### config.mk
export PLATFORM = sky130hd
export DESIGN_NAME = gpu_ram_arb
export DESIGN_NICKNAME = d
export VERILOG_FILES = /design/src/rtl/gpu_ram_arb.sv
export SDC_FILE = /design/constraint.sdc
export NUM_CORES = 1
export LEC_CHECK = 0
export CORE_ASPECT_RATIO = 0.75
export CORE_MARGIN = 5
export CORE_UTILIZATION = 44
export CTS_CLUSTER_DIAMETER = 50
export DETAILED_ROUTE_END_ITERATION = 6
export PLACE_DENSITY = 0.84
export SYNTH_ARGS = -nofsm -noshare
export SYNTH_HDL_FRONTEND = slang
export SYNTH_SLANG_ARGS = --single-unit
### constraint.sdc
create_clock -name clk -period 4.75 [get_ports clk]
set_input_delay 1.1875 -clock clk [delete_from_list [all_inputs] [get_ports clk]]
set_output_delay 1.1875 -clock clk [all_outputs]
set_load 0.02 [all_outputs]
### src/rtl/gpu_ram_arb.sv
// Two-requester arbiter and pipeline in front of the GPU local RAM.
// The GPU normally wins; a refused external host request takes priority after EXT_MAX_WAIT cycles.
module gpu_ram_arb #(
    parameter int EXT_MAX_WAIT = 4
) (
    input  logic        clk,
    input  logic        resetl,
    input  logic        gpu_req,
    input  logic        gpu_we,
    input  logic [9:0]  gpu_addr,
    input  logic [31:0] gpu_wdata,
    output logic        gpu_ack,
    output logic        gpu_rvalid,
    output logic [31:0] gpu_rdata,
    input  logic        ext_req,
    input  logic        ext_we,
    input  logic [9:0]  ext_addr,
    input  logic [31:0] ext_wdata,
    output logic        ext_ack,
    output logic        ext_rvalid,
    output logic [31:0] ext_rdata,
    output logic [9:0]  ram_addr,
    output logic        ramen,
    output logic        gpu_memw,
    output logic [31:0] ram_wdata,
    input  logic [31:0] ram_rdata
);

    localparam logic [3:0] MAX_WAIT_C = 4'(EXT_MAX_WAIT);

    logic [3:0]  wait_cnt_r;
    logic        ext_ack_s;
    logic        gpu_ack_s;
    logic        any_ack_s;
    logic        win_we_s;
    logic        win_ext_s;
    logic [9:0]  win_addr_s;
    logic [31:0] win_wdata_s;
    logic        tag1_rd_r;
    logic        tag1_ext_r;
    logic        tag2_rd_r;
    logic        tag2_ext_r;

    // Acks are forced low during reset so nothing is accepted into a pipeline being cleared.
    assign ext_ack_s = resetl & ext_req & (~gpu_req | (wait_cnt_r == MAX_WAIT_C));
    assign gpu_ack_s = resetl & gpu_req & ~ext_ack_s;
    assign any_ack_s = ext_ack_s | gpu_ack_s;
    assign ext_ack   = ext_ack_s;
    assign gpu_ack   = gpu_ack_s;

    // Winner mux: selects the accepted requester's command fields.
    always_comb begin
        win_ext_s   = 1'b0;
        win_we_s    = gpu_we;
        win_addr_s  = gpu_addr;
        win_wdata_s = gpu_wdata;
        if (ext_ack_s) begin
            win_ext_s   = 1'b1;
            win_we_s    = ext_we;
            win_addr_s  = ext_addr;
            win_wdata_s = ext_wdata;
        end else begin
            win_ext_s   = 1'b0;
        end
    end

    // Starvation counter: counts refused external cycles, cleared on grant or withdrawal.
    always_ff @(posedge clk) begin
        if (!resetl) begin
            wait_cnt_r <= 4'd0;
        end else if (ext_req && !ext_ack_s) begin
            if (wait_cnt_r != MAX_WAIT_C) begin
                wait_cnt_r <= wait_cnt_r + 4'd1;
            end else begin
                wait_cnt_r <= wait_cnt_r;
            end
        end else begin
            wait_cnt_r <= 4'd0;
        end
    end

    // Stage 1: register RAM controls and the read tag for the access accepted this cycle.
    always_ff @(posedge clk) begin
        if (!resetl) begin
            ramen      <= 1'b0;
            gpu_memw   <= 1'b0;
            ram_addr   <= 10'd0;
            ram_wdata  <= 32'd0;
            tag1_rd_r  <= 1'b0;
            tag1_ext_r <= 1'b0;
        end else if (any_ack_s) begin
            ramen      <= 1'b1;
            gpu_memw   <= win_we_s;
            ram_addr   <= win_addr_s;
            tag1_rd_r  <= ~win_we_s;
            tag1_ext_r <= win_ext_s;
            if (win_we_s) begin
                ram_wdata <= win_wdata_s;
            end else begin
                ram_wdata <= ram_wdata;
            end
        end else begin
            ramen      <= 1'b0;
            gpu_memw   <= 1'b0;
            tag1_rd_r  <= 1'b0;
        end
    end

    // Stage 2: the tag tracks the RAM access cycle, then read data is steered to its owner.
    always_ff @(posedge clk) begin
        if (!resetl) begin
            tag2_rd_r  <= 1'b0;
            tag2_ext_r <= 1'b0;
            gpu_rvalid <= 1'b0;
            ext_rvalid <= 1'b0;
            gpu_rdata  <= 32'd0;
            ext_rdata  <= 32'd0;
        end else begin
            tag2_rd_r  <= tag1_rd_r;
            tag2_ext_r <= tag1_ext_r;
            gpu_rvalid <= tag2_rd_r & ~tag2_ext_r;
            ext_rvalid <= tag2_rd_r & tag2_ext_r;
            if (tag2_rd_r && !tag2_ext_r) begin
                gpu_rdata <= ram_rdata;
            end else begin
                gpu_rdata <= gpu_rdata;
            end
            if (tag2_rd_r && tag2_ext_r) begin
                ext_rdata <= ram_rdata;
            end else begin
                ext_rdata <= ext_rdata;
            end
        end
    end

endmodule

Word level (Yosys, flattened, before mapping). Index checks and enable logic that the tools add are counted.

Add/subtract/negate cells: 1. Eq/ne operators: 2. Multiplexer cells: 5. Bitwise gates (word level): 12. Reduce and logical (&&, ||, !) cells: 8.

Operators with widths (count): 32-bit two-way mux (1); 10-bit two-way mux (1); 1-bit bitwise AND (6); 2-bit AND reduction (3); 4-bit by 1-bit adder with 4-bit output (second input constant) (1); 4-bit by 3-bit equality test with 1-bit output (second input constant) (1); 4-bit by 3-bit inequality test with 1-bit output (second input constant) (1); 1-bit inverter (4); 1-bit logical AND (3); 1-bit two-way mux (3); 1-bit zero test (2); 1-bit OR (2).

Register bits: 118. Input port bits: 122. Output and inout port bits: 112. Logic and storage cells: 41.

Logic depth before layout (Yosys ltp). Gate-level depths: netlist (run 1).

Depth after elaboration: 7. Gate-level depth with buffers: 8. Gate-level depth less buffers: 6.

Least setup slack after synthesis (run 1). OpenSTA, ideal clock, no wires.

Path kind: in2out. Start point: in ext_req. End point: out gpu_ack. Arrival: 2159 ps. Data required time: 3563 ps. Setup slack: 1403 ps. Stages on the path: 5. Path buffers: 2. Cell sequence: and2_1 -> a21boi_2 -> buf_4 -> buf_4 -> nor2_1.

Word-level cells in the longest chain between the ends: 4.

RTL lines: from (decl) (RTL line 15) `input logic ext_req,`; 1-bit bitwise AND (2 in a row) (RTL line 45) `assign ext_ack_s = resetl & ext_req & (~gpu_req | (wait_cnt_r == MAX_WAIT_C));`; net ext_ack (RTL line 19) `output logic ext_ack,`; 1-bit inverter (RTL line 46) `assign gpu_ack_s = resetl & gpu_req & ~ext_ack_s;`; 1-bit bitwise AND (RTL line 46); to (decl) (RTL line 12) `output logic gpu_ack,`.

The timed path passes the listed nets, and every way through them passes these cells.

Worst setup path after layout (run 1).
Start point: in ext_req. End point: out ext_ack.

Word-level cells in the longest chain between the ends: 2.

RTL lines (RTL line): 1-bit bitwise AND (2 in a row) (45); to (decl) (19).

Every way passes these cells.

==> flow_metrics.tcl, run 1 <==
set metrics [dict create \
    die_y_um 100.4 \
    fin_util_pct 71.60 \
    first_pass_iters 4 \
    end_kind "output pin" \
    io_buffers 233 \
    synth_top_family_by_area "compound AO/OA/AOI/OAI gates" \
    fin_crit_sh_pct 82.89 \
    arrival_ns 2.75 \
    synth_most_common_cell "nand2_1" \
    gp_congestion 0.8296 \
    synthSimpleGateAreaFrac_pct 13.75 \
    synthTopCellsByArea "dfxtp_1 49%, nand2_1 10%, a21boi_0 10%" \
    htreeDepth 4 \
    syn2layout_area_growth_pct 60.93 \
    nets 856 \
    wl_per_cell_um 16.68 \
    cpLargestDelayFamily "buffers and inverters" \
    slew_viol_final 0 \
    holdPathStages 1 \
    synth_area_leader_cell "dfxtp_1" \
    finalHoldViolCount 0 \
    grt_pass1_wl_um 22370 \
    ctsResizeCount 0 \
    start_util_pct 44.49 \
    synth_edf_count 0 \
    syn_area_um2 4795 \
    reg2reg_depth 7 \
    powerDensity_nw_per_um2 343.6 \
    crit_fanout 4 \
    rsz0062_at_grt "false" \
    min_from "tag1_rd_r$_SDFF_PN0_" \
    dp_hpwl_um 10710 \
    ctsHoldBuffers 0 \
    min_to "tag2_rd_r$_SDFF_PN0_" \
    cts_buffer_depth 2 \
    path_cells "clkdlybuf4s50_1 -> and2_1 -> a21boi_4 -> clkdlybuf4s50_1" \
    track_usage_pct 21.83 \
    antennaDiodeCount 0 \
    yosys.area_share.adder_pct 0.5219 \
    synth-seq-cells 118 \
    p_leak_nw 2.730 \
    async_flop_share_pct 0 \
    fillers 772 \
    setup-tns-final_ns 0 \
    routed_via_density 5.093 \
    cp_slowest_stage_delay_ns 0.63 \
    ys.flop_type "dfxtp_1" \
    path_buf_inv 2 \
    grt_max_degree 99 \
    clk_latency_ns 0.40 \
    yosysSeqAreaShare_pct 49.27 \
    drc_errors 0 \
    multi_input_comb_area_um2 2226 \
    cts_tree "built" \
    clock_skew_ns 0.009853 \
    hold_path_class "reg2reg" \
    cpMostUsedCell "clkdlybuf4s50_1" \
    grt_overflow_total 0 \
    crit_path_top_delay_cell "clkdlybuf4s50_1" \
    slew_headroom_pct 15.23 \
    syn-num-nets 640 \
    synthXorXnorAreaFrac_pct 0.3653 \
    dieArea_um2 13110 \
    numCtsBuffers 17 \
    design.core.area_um2 10780 \
    fmax_ghz 0.2540 \
    critical_path_class "in2out" \
    drv_cap 0 \
    syn_inst 516 \
    ff2ff_setup_slack_ns 2.35 \
    status "completed" \
    clock-sinks 118 \
    wirelength_um 14730 \
    clk_pin_slew_ns 0.05 \
    root_buffer "clkbuf_16" \
    irDropWorstVdd_mv 0.2461 \
    synth-compound-area-share_pct 22.73 \
    cts_setup_buffers 0 \
    dr.first_iter.drc_count 222 \
    yosys.area.top_type_share_pct 49.27 \
    ys_types 29 \
    reg2reg_from "wait_cnt_r[0]$_SDFFE_PN0P_" \
    muxShareOfSynthArea_pct 8.768 \
    startpoint_type "input pin" \
    regArea_um2 2362 \
    die_w_um 130.5 \
    rows 33 \
    min_period_ns 3.937 \
    required_ns 3.56 \
    first_global_vias 4554 \
    drive_gt1_share_pct 9.556 \
    synthTopCellsByCount "131 x nand2_1, 118 x dfxtp_1, 64 x a21boi_0" \
    ant_nets 0 \
    io_pins 234 \
    post-place-ws_ns 0.8145 \
    layout_setup_ws_ns 0.8128 \
    yosys_warnings 0 \
    finalSetupViolCount 0 \
    worst_pin_slew_ns 1.272 \
    antenna_found_initial 0 \
    post_synth.cell_area_avg_um2 9.292 \
    fin_hold_ws_ns 0.4332 \
    reg2reg_to "ram_wdata[12]$_SDFFE_PN0P_" \
    vias 4497 \
]
-- where the power goes --
part / switching [W] / total (W) / internal [W]
Clock: 0.000423 / 0.00120 / 0.000774
Sequential: 0.0000249 / 0.00106 / 0.00104
Combinational: 0.000182 / 0.000393 / 0.000211
-- area by class of cell --
type	count	share of cell area, %
clock inverters	10	1.395
well taps	140	2.270
clock buffers	20	5.789
multi-input cells	350	28.85
inverters	5	0.2432
flip-flops and latches	118	30.61
repair buffers	240	30.84
-- worst max-delay path by stage --
stage | end | slack [ns] | cells past startpoint | startpoint
after floorplan | gpu_ack | 1.40 | 5 | ext_req
after global placement | gpu_ack | 0.88 | 5 | ext_req
after detailed placement | ext_ack | 0.81 | 4 | ext_req
after CTS | ext_ack | 0.81 | 4 | ext_req
after global routing | gpu_ack | 0.74 | 5 | ext_req
final | ext_ack | 0.81 | 4 | ext_req
-- metal layers --
layer	up-vias	GRT usage, %	routed length [µm]
met4	0	6.482	47
li1	2186	-	-
met5	-	0	0
met2	195	38.06	7368
met3	4	7.340	1378
met1	2112	25.42	5935
-- layout by cell type, fill, tap and decap left out, drive strengths merged, types with 3 or more instances in the layout --
cell type and instances:
and2 6, a21oi 33, clkinvlp 3, clkbuf 20
clkdlybuf4s50 232, nor2 5, nand2 131, inv 5
mux2i 42, clkinv 5, o31ai 32, a21boi 65
nand3 12, o21ai 11, buf 8, dfxtp 118
-- stage by stage --
step / instances / area (µm²) / total power [W]
2_1_floorplan: 516 / 4795 / 0.001253
3_3_place_gp: 853 / 7162 / 0.001467
3_5_place_dp: 853 / 7162 / 0.001475
4_1_cts: 883 / 7716 / 0.002678
5_1_grt: 883 / 7716 / 0.002750
6_report: 883 / 7716 / 0.002651
-- cells by family after synthesis --
| kind of cell | after synthesis |
|---|---|
| buffers and inverters | 48 |
| muxes | 42 |
| xor gates and xnor gates | 2 |
| AOI/OAI and AO/OA | 144 |
| and+or+nand+nor | 160 |
| adders and majority gates | 2 |
| DFF | 118 |
-- sequential cells by signal, summed over array words and instances, names as in the netlist --
name and cells:
ext_rdata 32, ext_rvalid 1, gpu_memw 1, gpu_rdata 32, gpu_rvalid 1, ram_addr 10
ram_wdata 32, ramen 1, tag1_ext_r 1, tag1_rd_r 1, tag2_ext_r 1, tag2_rd_r 1
wait_cnt_r 4
Note: power is estimated with default switching activity, not from simulation.
==> run 2, diff against run 1 <==
CORE_UTILIZATION = 41   (was 44)
PLACE_DENSITY = 0.79   (was 0.84)
clock period = 4 ns   (was 4.75 ns; I/O delays follow)
==> run 2 against run 1 <==
Effect of this change: cell area increased by 1.1%; sequential power is 19% higher; sequential share of layout area decreased by 0.33 points; sequential cell count is the same; combinational power is 19% higher; global-route usage is 1.6 points lower; worst setup slack worse by 0.39 ns; critical endpoint is now gpu_ack; largest power group unchanged.
==> flow_metrics.tcl, run 2 (same netlist as run 1, synthesis figures left out) <==
set metrics [dict create \
    design.core.area_um2 11530 \
    dieArea_um2 13980 \
    stdcell_area_um2 7801 \
    finalHoldViolCount 0 \
    reg2reg_to "ram_wdata[8]$_SDFFE_PN0P_" \
    vias 4458 \
    routed_via_density 4.899 \
    wl_per_cell_um 16.00 \
    ff2ff_setup_slack_ns 1.91 \
    dr.first_iter.drc_count 169 \
    rsz0062_at_grt "false" \
    stdcell_count 910 \
    arrival_ns 2.58 \
    dp_cells 878 \
    worstSetupStartpoint "ext_req" \
    root_buffer "clkbuf_16" \
    numCtsBuffers 17 \
    required_ns 3.00 \
    finalSetupViolCount 0 \
    crit_fanout 4 \
    rows 34 \
    die_y_um 103.7 \
    p_leak_nw 2.753 \
    start_util_pct 41.59 \
    reg2reg_depth 7 \
    grt_max_degree 54 \
    reg2reg_from "wait_cnt_r[0]$_SDFFE_PN0P_" \
    end_kind "output pin" \
    cts_tree "built" \
    total_power_w 0.003228 \
    drive_gt1_share_pct 10.16 \
    ant_nets 0 \
    clk_pin_slew_ns 0.05 \
    drc_errors 0 \
    clk_latency_ns 0.40 \
    min_to "tag2_rd_r$_SDFF_PN0_" \
    slew_viol_final 0 \
    setup-tns-final_ns 0 \
    track_usage_pct 20.26 \
    wirelength_um 14560 \
    hold_path_class "reg2reg" \
    first_pass_iters 4 \
    status "completed" \
    layout_setup_ws_ns 0.4222 \
    htreeDepth 4 \
    antennaDiodeCount 0 \
    io_pins 234 \
    cts_setup_buffers 0 \
    final_common_cell "clkdlybuf4s50_1" \
    place_area_um2 7212 \
    die_w_um 134.9 \
    holdPathStages 1 \
    nets 859 \
    powerDensity_nw_per_um2 413.8 \
    fin_crit_sh_pct 89.44 \
    grt_overflow_total 0 \
    antenna_found_initial 0 \
    ctsHoldBuffers 0 \
    post-place-ws_ns 0.4206 \
    clock_skew_ns 0.01105 \
    dp_hpwl_um 10880 \
    syn2layout_area_growth_pct 62.71 \
    io_buffers 233 \
    cts_buffer_depth 2 \
    gp_congestion 0.8357 \
    startpoint_type "input pin" \
    drv_cap 0 \
    critical_path_class "in2out" \
    first_global_vias 4500 \
    worst_pin_slew_ns 1.096 \
    top_regs "ext_rdata x32, gpu_rdata x32, ram_wdata x32" \
    irDropWorstVdd_mv 0.3220 \
    grt_pass1_wl_um 23000 \
    most-common-layout-cells "232 x clkdlybuf4s50_1, 131 x nand2_1, 118 x dfxtp_1" \
    min_period_ns 3.578 \
    ctsResizeCount 0 \
    clock-sinks 118 \
    slew_headroom_pct 26.78 \
    min_from "tag1_rd_r$_SDFF_PN0_" \
    fmax_ghz 0.2795 \
]
-- run 2: cell count changes in the layout (fill, tap and decap cells not counted) --
| cell | before | now |
|---|---|---|
| clkinvlp_4 | 3 | 5 |
| clkinv_2 | 5 | 4 |
| buf_4 | 7 | 10 |
| inv_6 | 0 | 1 |
| bufinv_16 | 2 | 3 |
| clkbuf_8 | 1 | 0 |
-- run 2: final cells by class --
type / instances / area [µm²]
clock buffers: 19 / 432.9
clock inverters: 13 / 156.4
fillers: 891 / 3727
inverters: 5 / 18.77
multi-input cells: 350 / 2226
flip-flops and latches: 118 / 2362
well taps: 162 / 202.7
repair buffers: 243 / 2402
-- run 2: per-stage QoR --
step | utilization, % | hold WS (ns)
CTS | 67.67 | 0.4480
floorplan | - | 0.4119
global placement | 62.56 | 0.4305
global route | 67.67 | 0.4732
detailed placement | 62.56 | 0.4418
finish | 67.67 | 0.4399
-- run 2: routing by layer --
layer,GRT usage (%),share of wire [%],up-vias,wire [µm]
li1,-,-,2204,-
met1,24.70,42,2055,6160
met2,33.19,47,184,6839
met3,7.897,9.4,15,1375
met4,5.741,1.3,0,182
met5,0,0,-,0
-- run 2: critical path, cell delays in order --
cell and delay [ns]:
clkdlybuf4s50_1 0.47, and2_1 0.21, a21boi_4 0.15, nor2_1 0.13, clkdlybuf4s50_1 0.62
-- run 2: worst max path at each step --
stage / end / slack (ns) / cells after the start
after floorplan: gpu_ack / 1.03 / 5
after global placement: gpu_ack / 0.45 / 5
after detailed placement: gpu_ack / 0.42 / 5
after CTS: gpu_ack / 0.41 / 5
after global routing: gpu_ack / 0.31 / 5
final: gpu_ack / 0.42 / 5
-- run 2: report_power, final --
part / total, W / internal, W / switching, W
Sequential: 0.00126 / 0.00123 / 0.0000284
Clock: 0.00150 / 0.000975 / 0.000527
Combinational: 0.000468 / 0.000252 / 0.000216
==> run 3, diff against run 2 <==
--- a/config.mk
+++ b/config.mk
@@ -11,4 +11,5 @@
 export CTS_CLUSTER_DIAMETER = 50
 export DETAILED_ROUTE_END_ITERATION = 6
+export GPL_ROUTABILITY_DRIVEN = 1
 export PLACE_DENSITY = 0.79
 export SYNTH_ARGS = -nofsm -noshare
==> constraint.sdc (replaced) <==
create_clock -name clk -period 4 [get_ports clk]
set_input_delay 1 -clock clk [delete_from_list [all_inputs] [get_ports clk]]
set_output_delay 1 -clock clk [all_outputs]
set_load 0.005 [all_outputs]
==> run 3 against run 2 <==
Effect of this change: highest routed layer unchanged; cell area is 0.83% lower; sequential share of layout area is 0.25 points higher; largest cell class unchanged; clock skew is 0.0059 ns lower; worst hold slack hardly changed; non-clock buffer count stayed put.
==> flow_metrics.tcl, run 3 (same netlist as run 1, synthesis figures left out) <==
set metrics [dict create \
    status "completed" \
    vias 4418 \
    antenna_found_initial 0 \
    dp_cells 878 \
    intPower_w 0.002278 \
    grt_overflow_total 0 \
    fin_util_pct 67.10 \
    cp_slowest_stage_delay_ns 0.51 \
    crit_path_top_delay_cell "clkdlybuf4s50_1" \
    slew_headroom_pct 25.64 \
    cts_buffer_depth 2 \
    worst_pin_slew_ns 1.113 \
    powerDensity_nw_per_um2 385.9 \
    root_buffer "clkbuf_16" \
    track_usage_pct 19.88 \
    dieArea_um2 13980 \
    clk_pin_slew_ns 0.05 \
    hold_path_class "reg2reg" \
    fmax_ghz 0.2918 \
    nets 859 \
    top_regs "ext_rdata x32, gpu_rdata x32, ram_wdata x32" \
    numCtsBuffers 17 \
    drive_gt1_share_pct 10.31 \
    cts_setup_buffers 0 \
    grt_max_degree 54 \
    critical_path_class "in2out" \
    io_buffers 233 \
    drc_errors 0 \
    end_kind "output pin" \
    ff2ff_setup_slack_ns 1.91 \
    cpMostUsedCell "clkdlybuf4s50_1" \
    finalSetupViolCount 0 \
    io_pins 234 \
    path_cells "clkdlybuf4s50_1 -> and2_1 -> a21boi_4 -> nor2_1 -> clkdlybuf4s50_1" \
    htreeDepth 4 \
    most-common-layout-cells "232 x clkdlybuf4s50_1, 131 x nand2_1, 118 x dfxtp_1" \
    ctsResizeCount 0 \
    ctsHoldBuffers 0 \
    gp_congestion 0.8299 \
    clock_skew_ns 0.005115 \
    fin_crit_sh_pct 85.69 \
    rsz0062_at_grt "false" \
    fin_hold_ws_ns 0.4404 \
    slew_viol_final 0 \
    clk_latency_ns 0.39 \
    arrival_ns 2.43 \
    combPwrFrac_pct 13.7 \
    clock-sinks 118 \
    antennaDiodeCount 0 \
    syn2layout_area_growth_pct 61.35 \
    irDropWorstVdd_mv 0.3435 \
    die_w_um 134.9 \
    wirelength_um 14390 \
    final_common_cell "clkdlybuf4s50_1" \
    stdcell_count 909 \
    stdcell_area_um2 7736 \
    min_period_ns 3.428 \
    setup-tns-final_ns 0 \
    design.core.area_um2 11530 \
    rows 34 \
    grt_pass1_wl_um 22600 \
    cts_tree "built" \
    dr.first_iter.drc_count 118 \
    place_area_um2 7212 \
    startpoint_type "input pin" \
    p_leak_nw 2.727 \
    ant_nets 0 \
    crit_fanout 4 \
    p_switching_w 0.0007076 \
    required_ns 3.00 \
    die_y_um 103.7 \
    drv_cap 0 \
    p_sw_share_pct 23.70 \
    finalHoldViolCount 0 \
    first_pass_iters 4 \
    power_frac_seq_pct 42.1 \
    dp_hpwl_um 10650 \
    wl_per_cell_um 15.83 \
    start_util_pct 41.59 \
    first_global_vias 4396 \
    routed_via_density 4.860 \
    clkPwrFrac_pct 44.2 \
]
run 3: through the flow:
step | total power (W) | worst slack, ns
floorplan | 0.001431 | 1.235
global placement | 0.001685 | 0.5512
detailed placement | 0.001693 | 0.5653
CTS | 0.003020 | 0.5517
global route | 0.003119 | 0.4894
finish | 0.002986 | 0.5725
run 3: final cells by class:
type	count	area [µm²]
tap	162	202.7
fill	917	3792
multi-input combinational	350	2226
clock inverter	13	85.08
clock buffer	18	439.2
sequential	118	2362
timing repair buffer	243	2402
inverter	5	18.77
run 3: final timing paths:
path	depth (start not counted)	start	endpoint
setup / recovery	5	ext_req	gpu_ack
hold / removal	1	tag1_rd_r$_SDFF_PN0_	tag2_rd_r$_SDFF_PN0_
setup reg to reg	7	wait_cnt_r[0]$_SDFFE_PN0P_	ram_wdata[16]$_SDFFE_PN0P_
hold reg to reg	1	tag1_rd_r$_SDFF_PN0_	tag2_rd_r$_SDFF_PN0_
run 3: per-layer routing:
metal / wire length (µm) / track usage (%) / share of wire [%] / vias up
met1: 6070 / 24.30 / 42 / 2030
li1: - / - / - / 2197
met3: 1476 / 8.285 / 10 / 2
met2: 6822 / 32.73 / 47 / 189
met4: 24 / 4.360 / 0.17 / 0
met5: 0 / 0 / 0 / -
run 3: critical path, delay by kind of cell:
kind	cells	cell delay [ns]
buf+inv	2	0.96
compound gates	1	0.14
simple gates	2	0.31
run 3: power groups by stage:
stage	Sequential, W	Clock, W	Combinational [W]
floorplan	0.00128	0	0.000147
global placement	0.00128	0	0.000406
detailed placement	0.00128	0	0.000411
CTS	0.00126	0.00135	0.000413
global route	0.00126	0.00142	0.000440
finish	0.00126	0.00132	0.000409
